**src/rtl/mem_stage_pkg.sv**
```systemverilog
// Shared types and sizing for the EX->MEM stage: FSM encoding, latched control bundle,
// default widths and timeout counter sizing.
package mem_stage_pkg;

  localparam int unsigned DATA_W_DEF  = 16;
  localparam int unsigned TIMEOUT_DEF = 16;
  localparam int unsigned RD_W        = 3;

  typedef enum logic {
    STATE_IDLE = 1'b0,
    STATE_WAIT = 1'b1
  } state_e;

  // Writeback control carried across an outstanding memory access
  typedef struct packed {
    logic            reg_write;
    logic            mem_to_reg;
    logic            halt;
    logic [RD_W-1:0] rd;
  } ctl_t;

  function automatic int unsigned ctr_w(input int unsigned timeout);
    return (timeout < 2) ? 1 : $clog2(timeout);
  endfunction

endpackage

```
**src/rtl/mem_timeout_ctr.sv**
```systemverilog
// Wait-cycle counter for an outstanding access; expired_c flags the last allowed WAIT cycle.
module mem_timeout_ctr
  import mem_stage_pkg::*;
#(
  parameter int unsigned TIMEOUT = TIMEOUT_DEF
) (
  input  logic clk,
  input  logic rst,
  input  logic clear,
  input  logic en,
  output logic expired_c
);

  localparam int unsigned CW = ctr_w(TIMEOUT);

  logic [CW-1:0] count;

  always_ff @(posedge clk or negedge rst) begin
    if (!rst) begin
      count <= '0;
    end else if (clear) begin
      count <= '0;
    end else if (en) begin
      count <= count + CW'(1);
    end
  end

  assign expired_c = (count == CW'(TIMEOUT - 1));

endmodule

```
**src/rtl/mem_access_stage.sv**
```systemverilog
// EX->MEM pipeline stage: pass-through for ALU ops, req/ack data-memory access for loads/stores.
// Optional MEM_ALIGN_CHECK_EN: odd-address memory ops complete immediately with err_m.
module mem_access_stage
  import mem_stage_pkg::*;
#(
  parameter int unsigned DATA_W  = DATA_W_DEF,
  parameter int unsigned TIMEOUT = TIMEOUT_DEF
) (
  input  logic              clk,
  input  logic              rst,
  input  logic              nop_x,
  input  logic              MemRead_x,
  input  logic              MemWrite_x,
  input  logic              MemToReg_x,
  input  logic              RegWrite_x,
  input  logic [RD_W-1:0]   Rd_x,
  input  logic              halt_x,
  input  logic [DATA_W-1:0] alu_x,
  input  logic [DATA_W-1:0] store_x,
  output logic              mem_req,
  output logic              mem_we,
  output logic [DATA_W-1:0] mem_addr,
  output logic [DATA_W-1:0] mem_wdata,
  input  logic              mem_ack,
  input  logic [DATA_W-1:0] mem_rdata,
  output logic              stall_mem,
  output logic              valid_m,
  output logic              RegWrite_m,
  output logic [RD_W-1:0]   Rd_m,
  output logic [DATA_W-1:0] wb_data_m,
  output logic              halt_m,
  output logic              err_m
);

  state_e state;
  ctl_t   ctl_q;
  logic   mem_op_c;
  logic   illegal_c;
  logic   misalign_c;
  logic   expired_c;
  logic   ctr_clear_c;
  logic   ctr_en_c;

  assign mem_op_c  = MemRead_x ^ MemWrite_x;
  assign illegal_c = MemRead_x & MemWrite_x;

`ifdef MEM_ALIGN_CHECK_EN
  assign misalign_c = mem_op_c & alu_x[0];
`else
  assign misalign_c = 1'b0;
`endif

  assign stall_mem   = (state == STATE_WAIT) && !mem_ack;
  assign ctr_clear_c = (state == STATE_IDLE);
  assign ctr_en_c    = (state == STATE_WAIT) && !mem_ack;

  mem_timeout_ctr #(
    .TIMEOUT (TIMEOUT)
  ) u_timeout (
    .clk       (clk),
    .rst       (rst),
    .clear     (ctr_clear_c),
    .en        (ctr_en_c),
    .expired_c (expired_c)
  );

  always_ff @(posedge clk or negedge rst) begin
    if (!rst) begin
      state      <= STATE_IDLE;
      ctl_q      <= '0;
      mem_req    <= 1'b0;
      mem_we     <= 1'b0;
      mem_addr   <= '0;
      mem_wdata  <= '0;
      valid_m    <= 1'b0;
      RegWrite_m <= 1'b0;
      Rd_m       <= '0;
      wb_data_m  <= '0;
      halt_m     <= 1'b0;
      err_m      <= 1'b0;
    end else begin
      case (state)
        STATE_IDLE: begin
          // After a halt every instruction is squashed until reset
          if (halt_m || nop_x) begin
            valid_m <= 1'b0;
            err_m   <= 1'b0;
          end else if (illegal_c || misalign_c) begin
            valid_m    <= 1'b1;
            err_m      <= 1'b1;
            RegWrite_m <= 1'b0;
            Rd_m       <= Rd_x;
            wb_data_m  <= alu_x;
            halt_m     <= halt_x;
          end else if (mem_op_c) begin
            state     <= STATE_WAIT;
            mem_req   <= 1'b1;
            mem_we    <= MemWrite_x;
            mem_addr  <= alu_x;
            mem_wdata <= store_x;
            valid_m   <= 1'b0;
            err_m     <= 1'b0;
            ctl_q     <= '{reg_write: RegWrite_x, mem_to_reg: MemToReg_x,
                           halt: halt_x, rd: Rd_x};
          end else begin
            valid_m    <= 1'b1;
            err_m      <= 1'b0;
            RegWrite_m <= RegWrite_x;
            Rd_m       <= Rd_x;
            wb_data_m  <= alu_x;
            halt_m     <= halt_x;
          end
        end
        STATE_WAIT: begin
          // Ack takes priority over a timeout landing in the same cycle
          if (mem_ack) begin
            state      <= STATE_IDLE;
            mem_req    <= 1'b0;
            valid_m    <= 1'b1;
            err_m      <= 1'b0;
            RegWrite_m <= ctl_q.reg_write;
            Rd_m       <= ctl_q.rd;
            wb_data_m  <= ctl_q.mem_to_reg ? mem_rdata : mem_addr;
            halt_m     <= ctl_q.halt;
          end else if (expired_c) begin
            state      <= STATE_IDLE;
            mem_req    <= 1'b0;
            valid_m    <= 1'b1;
            err_m      <= 1'b1;
            RegWrite_m <= 1'b0;
            Rd_m       <= ctl_q.rd;
            wb_data_m  <= mem_addr;
            halt_m     <= ctl_q.halt;
          end else begin
            valid_m <= 1'b0;
          end
        end
        default: state <= STATE_IDLE;
      endcase
    end
  end

endmodule

```
**config.mk**
```make
export PLATFORM = sky130hd
export DESIGN_NAME = mem_access_stage
export DESIGN_NICKNAME = d
export VERILOG_FILES = /design/src/rtl/mem_stage_pkg.sv /design/src/rtl/mem_timeout_ctr.sv /design/src/rtl/mem_access_stage.sv
export SDC_FILE = /design/constraint.sdc
export NUM_CORES = 1
export LEC_CHECK = 0
export ABC_AREA = 1
export BUFFER_PORTS_ARGS = -buffer_cell sky130_fd_sc_hd__buf_4
export CAP_MARGIN = 10
export CORE_AREA = 2 2 89 91
export CTS_CLUSTER_SIZE = 8
export DETAILED_ROUTE_END_ITERATION = 8
export DIE_AREA = 0 0 91 93
export PLACE_DENSITY = 0.75
export SYNTH_ARGS = -nofsm -noshare
export SYNTH_HDL_FRONTEND = slang
export SYNTH_SLANG_ARGS = --single-unit
export TNS_END_PERCENT = 50
```
**constraint.sdc**
```tcl
create_clock -name clk -period 1.23 [get_ports clk]
set_input_delay 0.0615 -clock clk [delete_from_list [all_inputs] [get_ports clk]]
set_output_delay 0.0615 -clock clk [all_outputs]
set_load 0.01 [all_outputs]
```
**Word level (Yosys, flattened, before mapping)**

Index checks and enable logic that the tools add are counted.

- Bits in registers: 68
- Bits of input ports: 60
- Output and inout bits: 58
- Logic and storage cells: 84

- Add/subtract/negate cells: 1
- Equality and inequality tests: 7
- Mux-type cells: 49
- Bitwise gates (word level): 5
- Reduce and logical (&&, ||, !) cells: 6

Operator list:

| kind | count |
|---|---|
| $mux 16 | 6 |
| $pmux 16 s2 | 1 |
| $mux 1 | 28 |
| $mux 3 | 5 |
| $pmux 1 s2 | 6 |
| $mux 4 | 2 |
| $ne 2x2->1 const B | 4 |
| $reduce_and 4->1 | 2 |
| $pmux 3 s2 | 1 |
| $add 4x1->4 const B | 1 |
| $eq 4x4->1 const B | 1 |
| $ne 3x2->1 const B | 1 |
| $ne 3x3->1 const B | 1 |
| $not 1->1 | 3 |
| $reduce_and 3->1 | 1 |
| $and 1x1->1 | 1 |
| $logic_and 1x1->1 | 1 |
| $logic_not 1->1 | 1 |
| $logic_or 1x1->1 | 1 |
| $xor 1x1->1 | 1 |

**Logic depth before layout (Yosys ltp)**

Gate-level depths: netlist of the first run.

- Depth in word-level cells: 5
- Mapped depth: 8

**Cells and area by module**

A second synthesis of the first run with hierarchy kept.

- Cells, all modules: 442
- Area total of the unflattened synthesis: 3,389.5 um^2

Modules (own cells, without submodules):

| module | instances | cells each | area an instance (um^2) | seq. area each (um^2) |
|---|---|---|---|---|
| mem_access_stage | 1 | 416 | 3,178.0 | 1,601.5 |
| mem_timeout_ctr | 1 | 26 | 211.5 | 100.1 |

**Worst setup path after synthesis of the first run**

No wires, ideal clock.

- Path kind: flip-flop to flip-flop
- Start: reg u_timeout.count[0]
- End: reg wb_data_m[10]
- Setup time: 0.116 ns
- Data arrival time: 1.166 ns
- Slack: -0.052 ns
- Stages on the path, launching flop included: 9
- Path buffers: 1
- Clock period less this slack: 1.282 ns
- Cell sequence: dfrtp_1 -> ha_1 -> nand3_1 -> nand2_1 -> nand2_1 -> nand2_4 -> buf_6 -> nand2_1 -> nand2_1

- Cells in the longest elaborated chain, start to end: 3

Ends and longest elaborated chain:

| item | line | RTL |
|---|---|---|
| from (decl) | mem_timeout_ctr.sv:16 | `logic [CW-1:0] count;` |
| from (signal assigned) | mem_timeout_ctr.sv:24 | `count <= count + CW'(1);` |
| $eq 4x4->1 | mem_timeout_ctr.sv:28 | `assign expired_c = (count == CW'(TIMEOUT - 1));` |
| $ne 3x2->1 (no source line) | n/a |  |
| $reduce_and 3->1 (no source line) | n/a |  |
| to (signal assigned) | mem_access_stage.sv:93 | `wb_data_m <= alu_x;` |
| to (signal assigned) | mem_access_stage.sv:110 | `wb_data_m <= alu_x;` |
| to (signal assigned) | mem_access_stage.sv:123 | `wb_data_m <= ctl_q.mem_to_reg ? mem_rdata : mem_addr;` |
| to (decl) | mem_access_stage.sv:30 | `output logic [DATA_W-1:0] wb_data_m,` |

Every way passes these cells.
A chain may end at the register's enable or synchronous reset.

**Worst setup path after layout of the first run**

- Start: reg u_timeout.count[1]
- End: reg wb_data_m[15]

The elaborated chain is that of the path after synthesis.

==> impl_metrics.py, run 1 <==
metrics = {
    "cts": {
        "clk_path_buf_depth": 2,
        "clock_sinks": 68,
        "clk_pin_slew_ns": 0.08,
        "root_buffer": "clkbuf_8",
        "htreeDepth": 3,
        "cts_made_buffers": 9,
        "cts_tree": "built",
        "insertion_delay_ns": 0.35,
    },
    "grt": {
        "grt_max_degree": 44,
        "antenna_found_initial": 0,
        "grt_util_all_layers_pct": 23.9,
        "grt_pass1_wl_um": 16000,
        "grt_overflow": 0,
        "grt_pass1_vias": 3445,
    },
    "synthesis": {
        "yosys_warnings": 0,
        "synth_cell_type_count": 24,
        "synth-seq-cells": 68,
        "synth_area_per_cell_um2": 7.97,
        "synth_nets": 480,
        "ys_seq_area_share_pct": 51.2,
        "netlist_area_um2": 3320,
        "synth_cells": 417,
    },
    "finish": {
        "final_layout_size_suffix_gt1_share_pct": 38.4,
        "final_cell_area_um2": 5360,
        "diodes": 0,
        "area_growth_pct": 61.1,
        "utilization_pct": 71.1,
        "layout.nets": 655,
    },
    "sta": {
        "hold_violations": 0,
        "slew_headroom_pct": 73.7,
        "finClkSkew_ns": 0.00959,
        "worst_slack_ns": -0.0394,
        "rsz0062_at_grt": "true",
        "fmax_ghz": 0.788,
        "drv_slew": 0,
        "fin_crit_sh_pct": 103,
        "fin_crit_ns": 1.27,
        "worstMarginPinSlew_ns": 0.394,
        "finalSetupViolCount": 22,
    },
    "detailed_routing": {
        "drc": 0,
        "wl_per_cell_um": 14.5,
        "drt-total-wl_um": 10100,
        "drtIter0Drc": 235,
        "num_vias": 3382,
        "first_pass_iters": 6,
        "vias_per_cell": 4.84,
        "ant_nets": 0,
    },
    "power_and_ir_drop": {
        "seqPwrFrac_pct": 33.9,
        "combPwrFrac_pct": 45.6,
        "total_leakage_power_nw": 2.87,
        "p_sw_mw": 4.16,
        "peakVddDrop_mv": 1.38,
        "p_per_area_nw_per_um2": 2100,
        "intPower_mw": 7.06,
        "swShare_pct": 37.1,
        "clockPowerShare_pct": 20.4,
    },
    "placed_design": {
        "dpl_cell_area_um2": 4380,
        "post-dp-hpwl_um": 6000,
        "io_buffers": 117,
        "gp_congestion": 0.841,
    },
    "setup_path": {
        "required_ns": 1.47,
        "worstPathMaxFanout": 5,
        "endpoint_kind": "register",
        "cp.arrival_ns": 1.51,
        "path_class": "register to register",
        "critPathLaunchType": "register",
    },
    "run_status": {
        "violations": "negative setup slack",
        "status": "finished with violations",
    },
    "floorplan": {
        "ios": 118,
        "std_cell_rows": 32,
        "core_um2": 7530,
        "initial_core_util_pct": 44.1,
        "dieArea_um2": 8460,
        "die_w_um": 91,
        "die_y_um": 93,
    },
    "min_path": {
        "hold_class": "primary input to register",
    },
    "run": {
        "drv_cap": 0,
    },
}
[worst paths after layout]
kind | to | slack, ns | depth (start not counted) | start
max | wb_data_m[15] | -0.04 | 7 | u_timeout.count[1]
min | u_timeout.count[2] | 0.09 | 3 | mem_ack
max reg2reg | wb_data_m[15] | -0.04 | 7 | u_timeout.count[1]
min reg2reg | Rd_m[1] | 0.49 | 2 | Rd_m[1]
max in group asynchronous | mem_wdata[8] | 0.50 | 3 | rst
min in group asynchronous | wb_data_m[14] | 0.18 | 2 | rst
[what timing repair did]
action,in CTS,in global routing
resized for setup,11,46
hold buffers,39,0
endpoints found under the setup margin,23,59
cloned,1,3
hold endpoints to repair,65,0
buffers inserted,5,5
pin swaps,5,16
[metal layers]
layer | up-vias | part of all wire, % | GRT usage (%)
met1 | 1571 | 38 | 27.5
met5 | - | 0 | 0
met2 | 152 | 52 | 41.9
met4 | 0 | 1.5 | 9.47
met3 | 18 | 8.2 | 6.93
li1 | 1641 | - | -
[cell type report]
class	instances	area (um^2)
Sequential cell	68	1700
Multi-Input combinational cell	269	1510
Clock inverter	4	95.1
Clock buffer	12	155
Tap cell	102	128
Inverter	63	239
Fill cell	565	2170
Timing Repair Buffer	181	1530
[stage by stage]
stage | worst slack, ns | hold WS [ns] | cells | setup TNS [ns] | power, mW
global route | -0.0876 | 0.0923 | 699 | -2.42 | 12.0
floorplan | 0.00819 | -0.234 | 417 | 0 | 6.14
global placement | -0.0161 | 0.00859 | 630 | -0.229 | 8.13
finish | -0.0394 | 0.0860 | 699 | -0.559 | 11.2
detailed placement | -0.0560 | 0.00990 | 630 | -0.827 | 8.27
CTS | -0.0121 | 0.0676 | 691 | -0.0460 | 10.9
[registers in the layout (all words and copies together), names as in the netlist, 3 cells and up]
| signal | flops |
|---|---|
| u_timeout.count | 4 |
| mem_wdata | 16 |
| ctl_q | 6 |
| Rd_m | 3 |
| mem_addr | 16 |
| wb_data_m | 16 |
[synth_stat cells]
cell type  number  area share [%]
ha_1            3             1.1
nand2_2         2            0.38
buf_6           5             1.7
a31oi_1         1            0.19
o21ai_0         3            0.45
nand3_1        38             5.7
clkbuf_1        7            0.79
o21bai_1        1            0.23
nor3_1          1            0.15
nand4_1         1            0.19
nand3_2         2            0.60
inv_1          59             6.7
buf_2           8             1.2
nor2_1         19             2.1
buf_4           1            0.23
dfrtp_1        68              51
o21ai_1        30             4.5
nor2_2          1            0.19
a21oi_2        16             4.2
inv_2           4            0.45
nand2_4         2            0.68
nor2_4          2            0.68
xnor2_1         1            0.26
nand2_1       142              16
[power groups by stage]
stage               combinational, mW  clock [mW]  sequential, mW
detailed placement               4.48           0            3.79
finish                           5.12        2.29            3.81
floorplan                        2.03           0            4.10
global route                     5.63        2.44            3.93
global placement                 4.35           0            3.78
CTS                              4.77        2.33            3.77
[critical path: stages, from the launching register on]
cell	delay (ns)
dfrtp_1	0.42
ha_4	0.19
nand3_4	0.12
nand2_4	0.09
nand2_8	0.12
nand2_4	0.10
nand2_1	0.08
nand2_1	0.04
[logic make-up (layout without fill, tap and decap cells)]
group,after synthesis,count (layout),share of synthesized area [%]
xor+xnor,1,1,0.264
buf+inv,84,260,11.0
fa+ha+maj,3,3,1.13
compound gates,51,51,9.60
simple gates,210,214,26.8
flops,68,68,51.2
[layout by cell type (no fill, tap or decap), types with 2 or more instances in the layout]
master	n
a21oi_2	16
bufinv_16	3
inv_2	4
buf_6	6
nand2_2	18
clkbuf_8	11
nand2_4	5
buf_4	132
ha_1	2
o21ai_0	3
dlygate4sd3_1	39
nand3_4	3
dfrtp_1	68
nor2_4	2
nand2_8	6
nand3_1	37
nor2_1	4
nand2_1	121
o21ai_1	30
nor2_2	16
buf_12	4
inv_1	58
(Power assumes the default switching activity.)
==> run 2, diff against run 1 <==
- CORE_AREA: 2 2 89 91 -> 2 2 90 92
- DIE_AREA: 0 0 91 93 -> 0 0 92 94
- SYNTH_HIERARCHICAL: not set -> 1
==> impl_metrics.py, run 2 <==
metrics = {
    "floorplan": {
        "dieArea_um2": 8650,
        "die_w_um": 92,
        "ios": 118,
        "die_y_um": 94,
        "initial_core_util_pct": 44.6,
        "std_cell_rows": 32,
        "core_um2": 7610,
    },
    "finish": {
        "final_layout_size_suffix_gt1_share_pct": 40.5,
        "diodes": 0,
        "area_growth_pct": 65.9,
        "final_common_cell": "nand2_1",
        "largestRegisters": "mem_addr: 16 flops, mem_wdata: 16 flops, wb_data_m: 16 flops",
        "layout.nets": 697,
        "n_fill_cell": 546,
        "layout_common_cells": "nand2_1 (144), buf_4 (141), dfrtp_1 (68), nand3_1 (67), nand2_2 (49)",
        "utilization_pct": 73.9,
    },
    "power_and_ir_drop": {
        "combPwrFrac_pct": 51.0,
        "intPower_mw": 7.12,
        "swShare_pct": 40.4,
        "clockPowerShare_pct": 15.3,
        "total_leakage_power_nw": 3.08,
        "peakVddDrop_mv": 1.16,
        "p_per_area_nw_per_um2": 2120,
        "p_sw_mw": 4.81,
        "seqPwrFrac_pct": 33.7,
    },
    "synthesis": {
        "synth_cell_type_count": 22,
        "synth_commonest_cells": "nand2_1 (198), nand3_1 (72), dfrtp_1 (68), inv_1 (43), buf_2 (11)",
        "synth_cells": 442,
        "synth-seq-cells": 68,
        "synth_nets": 505,
        "ys_seq_area_share_pct": 50.2,
        "yosysMostFrequentCell": "nand2_1",
        "ys.flop_type": "dfrtp_1",
        "synth_top_area_share_pct": 50.2,
        "netlist_area_um2": 3390,
        "synth_area_per_cell_um2": 7.67,
        "async_flop_share_pct": 100,
        "synth-edff-count": 0,
        "synth_area_leaders": "dfrtp_1 (50%), nand2_1 (22%), nand3_1 (11%)",
        "synth_top_area_cell": "dfrtp_1",
        "yosys_warnings": 6,
    },
    "cts": {
        "cts_tree": "built",
        "clk_pin_slew_ns": 0.08,
        "insertion_delay_ns": 0.35,
        "htreeDepth": 3,
        "cts_made_buffers": 9,
        "clk_path_buf_depth": 2,
        "root_buffer": "clkbuf_8",
        "clock_sinks": 68,
    },
    "setup_path": {
        "endpoint_kind": "register",
        "cp.arrival_ns": 1.67,
        "required_ns": 1.48,
        "worstPathMaxFanout": 8,
        "path_class": "register to register",
        "critPathLaunchType": "register",
    },
    "detailed_routing": {
        "drt-total-wl_um": 11600,
        "wl_per_cell_um": 15.7,
        "vias_per_cell": 5.05,
        "first_pass_iters": 5,
        "num_vias": 3742,
        "ant_nets": 0,
        "drtIter0Drc": 325,
        "drc": 0,
    },
    "sta": {
        "rsz0062_at_grt": "true",
        "fin_crit_ns": 1.43,
        "hold_violations": 0,
        "fin_hold_ws_ns": 0.0828,
        "finClkSkew_ns": 0.00534,
        "fin_crit_sh_pct": 116,
        "finalSetupViolCount": 65,
        "slew_headroom_pct": 82.8,
        "worstMarginPinSlew_ns": 0.258,
        "drv_slew": 0,
        "worst_slack_ns": -0.196,
        "fmax_ghz": 0.701,
    },
    "grt": {
        "grt_overflow": 0,
        "grt_util_all_layers_pct": 24.9,
        "antenna_found_initial": 0,
        "grt_pass1_wl_um": 16800,
        "grt_pass1_vias": 3557,
        "grt_max_degree": 35,
    },
    "placed_design": {
        "gp_congestion": 0.883,
        "post-dp-hpwl_um": 6810,
        "io_buffers": 117,
    },
    "run_status": {
        "status": "finished with violations",
        "violations": "negative setup slack",
    },
    "run": {
        "drv_cap": 0,
    },
    "min_path": {
        "hold_class": "primary input to register",
    },
}
## run 2: cell count changes in the layout (fill, tap and decap cells not counted), moves of 5 or more
cell / previous run / this run
clkbuf_16: 0 / 5
a21oi_2: 16 / 0
nand2_1: 121 / 144
nand3_1: 37 / 67
inv_1: 58 / 43
buf_4: 132 / 141
o21ai_1: 30 / 1
nand2_2: 18 / 49
nor2_2: 16 / 4
o21ai_2: 0 / 5
buf_6: 6 / 13
## run 2: final timing paths
path | endpoint | from | slack, ns | cells past startpoint
worst max register to register | wb_data_m[13] | u_timeout/count[0] | -0.20 | 8
worst min register to register | RegWrite_m | RegWrite_m | 0.49 | 2
worst min-delay path | mem_we | MemWrite_x | 0.08 | 4
worst max-delay path | wb_data_m[13] | u_timeout/count[0] | -0.20 | 8
max in group asynchronous | mem_addr[6] | rst | 0.58 | 3
min in group asynchronous | mem_addr[14] | rst | 0.11 | 2
## run 2: timing repair
| item | CTS | global route |
|---|---|---|
| hold endpoints to repair | 107 | 0 |
| resized for setup | 27 | 64 |
| endpoints found under the setup margin | 63 | 67 |
| cloned | 1 | 6 |
| pin swaps | 21 | 10 |
| setup buffers | 3 | 5 |
| hold buffers | 40 | 0 |
## run 2: metal layers
| layer | share of wire [%] | vias to the layer above | wire (um) | global-route usage [%] |
|---|---|---|---|---|
| met5 | 0 | - | 0 | 0 |
| met4 | 2.1 | 0 | 245 | 7.84 |
| met3 | 8.5 | 30 | 990 | 6.02 |
| met2 | 50 | 203 | 5760 | 43.1 |
| met1 | 40 | 1761 | 4630 | 30.9 |
| li1 | - | 1748 | - | - |
## run 2: final cells by class
| class | count | area [um^2] | area share (%) |
|---|---|---|---|
| clock buffer | 9 | 124 | 2.20 |
| tap | 102 | 128 | 2.27 |
| sequential | 68 | 1700 | 30.3 |
| clock inverter | 7 | 67.6 | 1.20 |
| inverter | 45 | 169 | 3.00 |
| timing repair buffer | 205 | 1840 | 32.7 |
| multi-input combinational | 305 | 1590 | 28.3 |
## run 2: kinds of logic (layout without fill, tap and decap cells)
family                     Yosys count  in the layout  share of synthesized area (%)
and+or+nand+nor                    286            286                           35.8
buffers and inverters               69            266                           10.0
AOI/OAI and AO/OA                   16             16                           2.84
adders and majority gates            3              3                           1.11
DFF                                 68             68                           50.2
## run 2: worst max-delay path, cell delays in order, from the launching register on
cell and delay, ns:
dfrtp_1 0.38, ha_2 0.20, nand2_2 0.08, nor2_4 0.05
o21ai_2 0.20, nand2_2 0.11, buf_4 0.18, nand2_1 0.08
nand2_2 0.04
## run 2: metrics by stage
stage | setup slack [ns] | cells | cell area [um^2] | power (mW) | TNS (ns)
after floorplan | -0.0554 | 442 | 3420 | 6.40 | -1.11
after global placement | -0.0841 | 670 | 4530 | 8.64 | -1.77
after detailed placement | -0.145 | 670 | 4530 | 8.79 | -3.99
after CTS | -0.159 | 730 | 5240 | 11.0 | -3.37
after global routing | -0.267 | 741 | 5620 | 12.7 | -9.42
final | -0.196 | 741 | 5620 | 11.9 | -5.81
## run 2: power groups by stage
stage          Clock (mW)  Combinational, mW  Sequential (mW)
6_report             1.82               6.09             4.02
5_1_grt              1.94               6.64             4.12
4_1_cts              1.85               5.23             3.89
3_5_place_dp            0               4.91             3.88
3_3_place_gp            0               4.79             3.85
2_1_floorplan           0               2.24             4.15
==> run 3, diff against run 2 <==
- CELL_PAD_IN_SITES_DETAIL_PLACEMENT: not set -> 0
- CELL_PAD_IN_SITES_GLOBAL_PLACEMENT: not set -> 1
- CORE_AREA: 2 2 90 92 -> 2 2 106 108
- DIE_AREA: 0 0 92 94 -> 0 0 108 110
- PLACE_DENSITY: 0.75 -> not set
- PLACE_DENSITY_LB_ADDON: not set -> 0.1
==> impl_metrics.py, run 3 (same netlist as run 2, synthesis figures left out) <==
metrics = {
    "floorplan": {
        "std_cell_rows": 38,
        "dieArea_um2": 11900,
        "ios": 118,
        "die_w_um": 108,
        "core_um2": 10700,
        "initial_core_util_pct": 31.7,
        "die_y_um": 110,
    },
    "placed_design": {
        "dpl_cell_area_um2": 4580,
        "io_buffers": 117,
        "gp_congestion": 0.789,
        "post-dp-hpwl_um": 7260,
    },
    "cts": {
        "clock_sinks": 68,
        "cts_made_buffers": 9,
        "root_buffer": "clkbuf_8",
        "insertion_delay_ns": 0.35,
        "cts_tree": "built",
        "htreeDepth": 3,
        "clk_path_buf_depth": 2,
        "clk_pin_slew_ns": 0.08,
    },
    "grt": {
        "antenna_found_initial": 0,
        "grt_pass1_wl_um": 17200,
        "grt_pass1_vias": 3384,
        "grt_max_degree": 31,
        "grt_util_all_layers_pct": 19.0,
        "grt_overflow": 0,
    },
    "finish": {
        "layout.nets": 693,
        "layout_common_cells": "nand2_1 (163), buf_4 (143), dfrtp_1 (68), nand3_1 (66), inv_1 (43)",
        "area_growth_pct": 66.7,
        "final_common_cell": "nand2_1",
        "final_cell_area_um2": 5650,
        "final_layout_size_suffix_gt1_share_pct": 37.3,
        "largestRegisters": "mem_addr: 16 flops, mem_wdata: 16 flops, wb_data_m: 16 flops",
        "diodes": 0,
    },
    "sta": {
        "fmax_ghz": 0.736,
        "hold_violations": 0,
        "fin_crit_sh_pct": 110,
        "slew_headroom_pct": 78.7,
        "finalSetupViolCount": 63,
        "worstMarginPinSlew_ns": 0.320,
        "fin_crit_ns": 1.36,
        "rsz0062_at_grt": "true",
        "drv_slew": 0,
        "fin_hold_ws_ns": 0.0631,
        "worst_slack_ns": -0.128,
        "finClkSkew_ns": 0.00783,
    },
    "detailed_routing": {
        "drc": 0,
        "vias_per_cell": 4.46,
        "ant_nets": 0,
        "drtIter0Drc": 107,
        "drt-total-wl_um": 11200,
        "num_vias": 3458,
        "wl_per_cell_um": 14.4,
        "first_pass_iters": 4,
    },
    "min_path": {
        "hold_class": "primary input to register",
    },
    "setup_path": {
        "path_class": "register to register",
        "worstPathMaxFanout": 2,
        "required_ns": 1.48,
        "critPathLaunchType": "register",
        "cp.arrival_ns": 1.60,
        "endpoint_kind": "register",
    },
    "run_status": {
        "status": "finished with violations",
        "violations": "negative setup slack",
    },
    "power_and_ir_drop": {
        "total_leakage_power_nw": 3.09,
        "peakVddDrop_mv": 0.927,
        "p_per_area_nw_per_um2": 2080,
    },
    "run": {
        "drv_cap": 0,
    },
}
## run 3: changes by cell type in the layout (fill, tap and decap cells not counted), moves of 2 or more
cell / change
buf_16: +2
nand3_2: +2
nand2_2: -23
buf_6: -8
buf_12: +5
buf_4: +2
clkbuf_16: -2
nand2_1: +19
nand2_4: +3
buf_8: -2
## run 3: layout make-up
type | count | area (um^2)
multi-input cells | 305 | 1570
flip-flops and latches | 68 | 1700
clock buffers | 10 | 138
repair buffers | 201 | 1830
fillers | 1015 | 5050
well taps | 140 | 175
clock inverters | 6 | 63.8
inverters | 45 | 169
## run 3: report_power, final
group          internal [mW]  total, mW  switching, mW
sequential              3.20       3.97          0.777
clock                  0.988       1.91          0.919
combinational           2.94       5.85           2.92
## run 3: path summary, 6_finish.rpt
kind / from / slack [ns] / depth (start not counted) / to
max in group asynchronous: rst / 0.61 / 3 / mem_addr[1]
max: u_timeout/count[1] / -0.13 / 9 / err_m
min: MemWrite_x / 0.06 / 4 / mem_we
max reg2reg: u_timeout/count[1] / -0.13 / 9 / err_m
min reg2reg: mem_wdata[11] / 0.48 / 2 / mem_wdata[11]
min in group asynchronous: rst / 0.15 / 2 / mem_addr[13]
## run 3: metrics by stage
stage          std cells  utilization (%)  total power, mW  TNS, ns  setup WS [ns]
6_report             775             52.8             11.7    -5.80         -0.128
5_1_grt              775             52.8             12.6    -9.93         -0.231
4_1_cts              769             50.4             11.3    -3.90         -0.126
3_5_place_dp         705             42.8             8.85    -5.58         -0.151
3_3_place_gp         705             42.8             8.78    -5.45         -0.137
2_1_floorplan        442                -             6.40    -1.11        -0.0554
## run 3: per-layer routing
metal,GRT usage [%],share of wire (%),vias up
li1,-,-,1751
met1,23.0,42,1608
met2,33.5,51,88
met3,4.47,5.6,11
met4,6.50,1.3,0
met5,0,0,-
## run 3: repair_timing
| action | in CTS | in global routing |
|---|---|---|
| gates resized for setup | 23 | 50 |
| endpoints found under the setup margin | 56 | 66 |
| hold buffers | 39 | 0 |
| buffers inserted | 7 | 3 |
| hold endpoints to repair | 106 | 0 |
| cloned | 2 | 3 |
| pin swaps | 4 | 4 |
## run 3: critical path: stages (launching register included)
cell and delay (ns):
dfrtp_1 0.42, ha_4 0.18, nand2_4 0.06, nor2_4 0.04
nor2_1 0.09, nand2_1 0.08, buf_4 0.14, buf_4 0.13
nor2_2 0.07, nor2_1 0.05
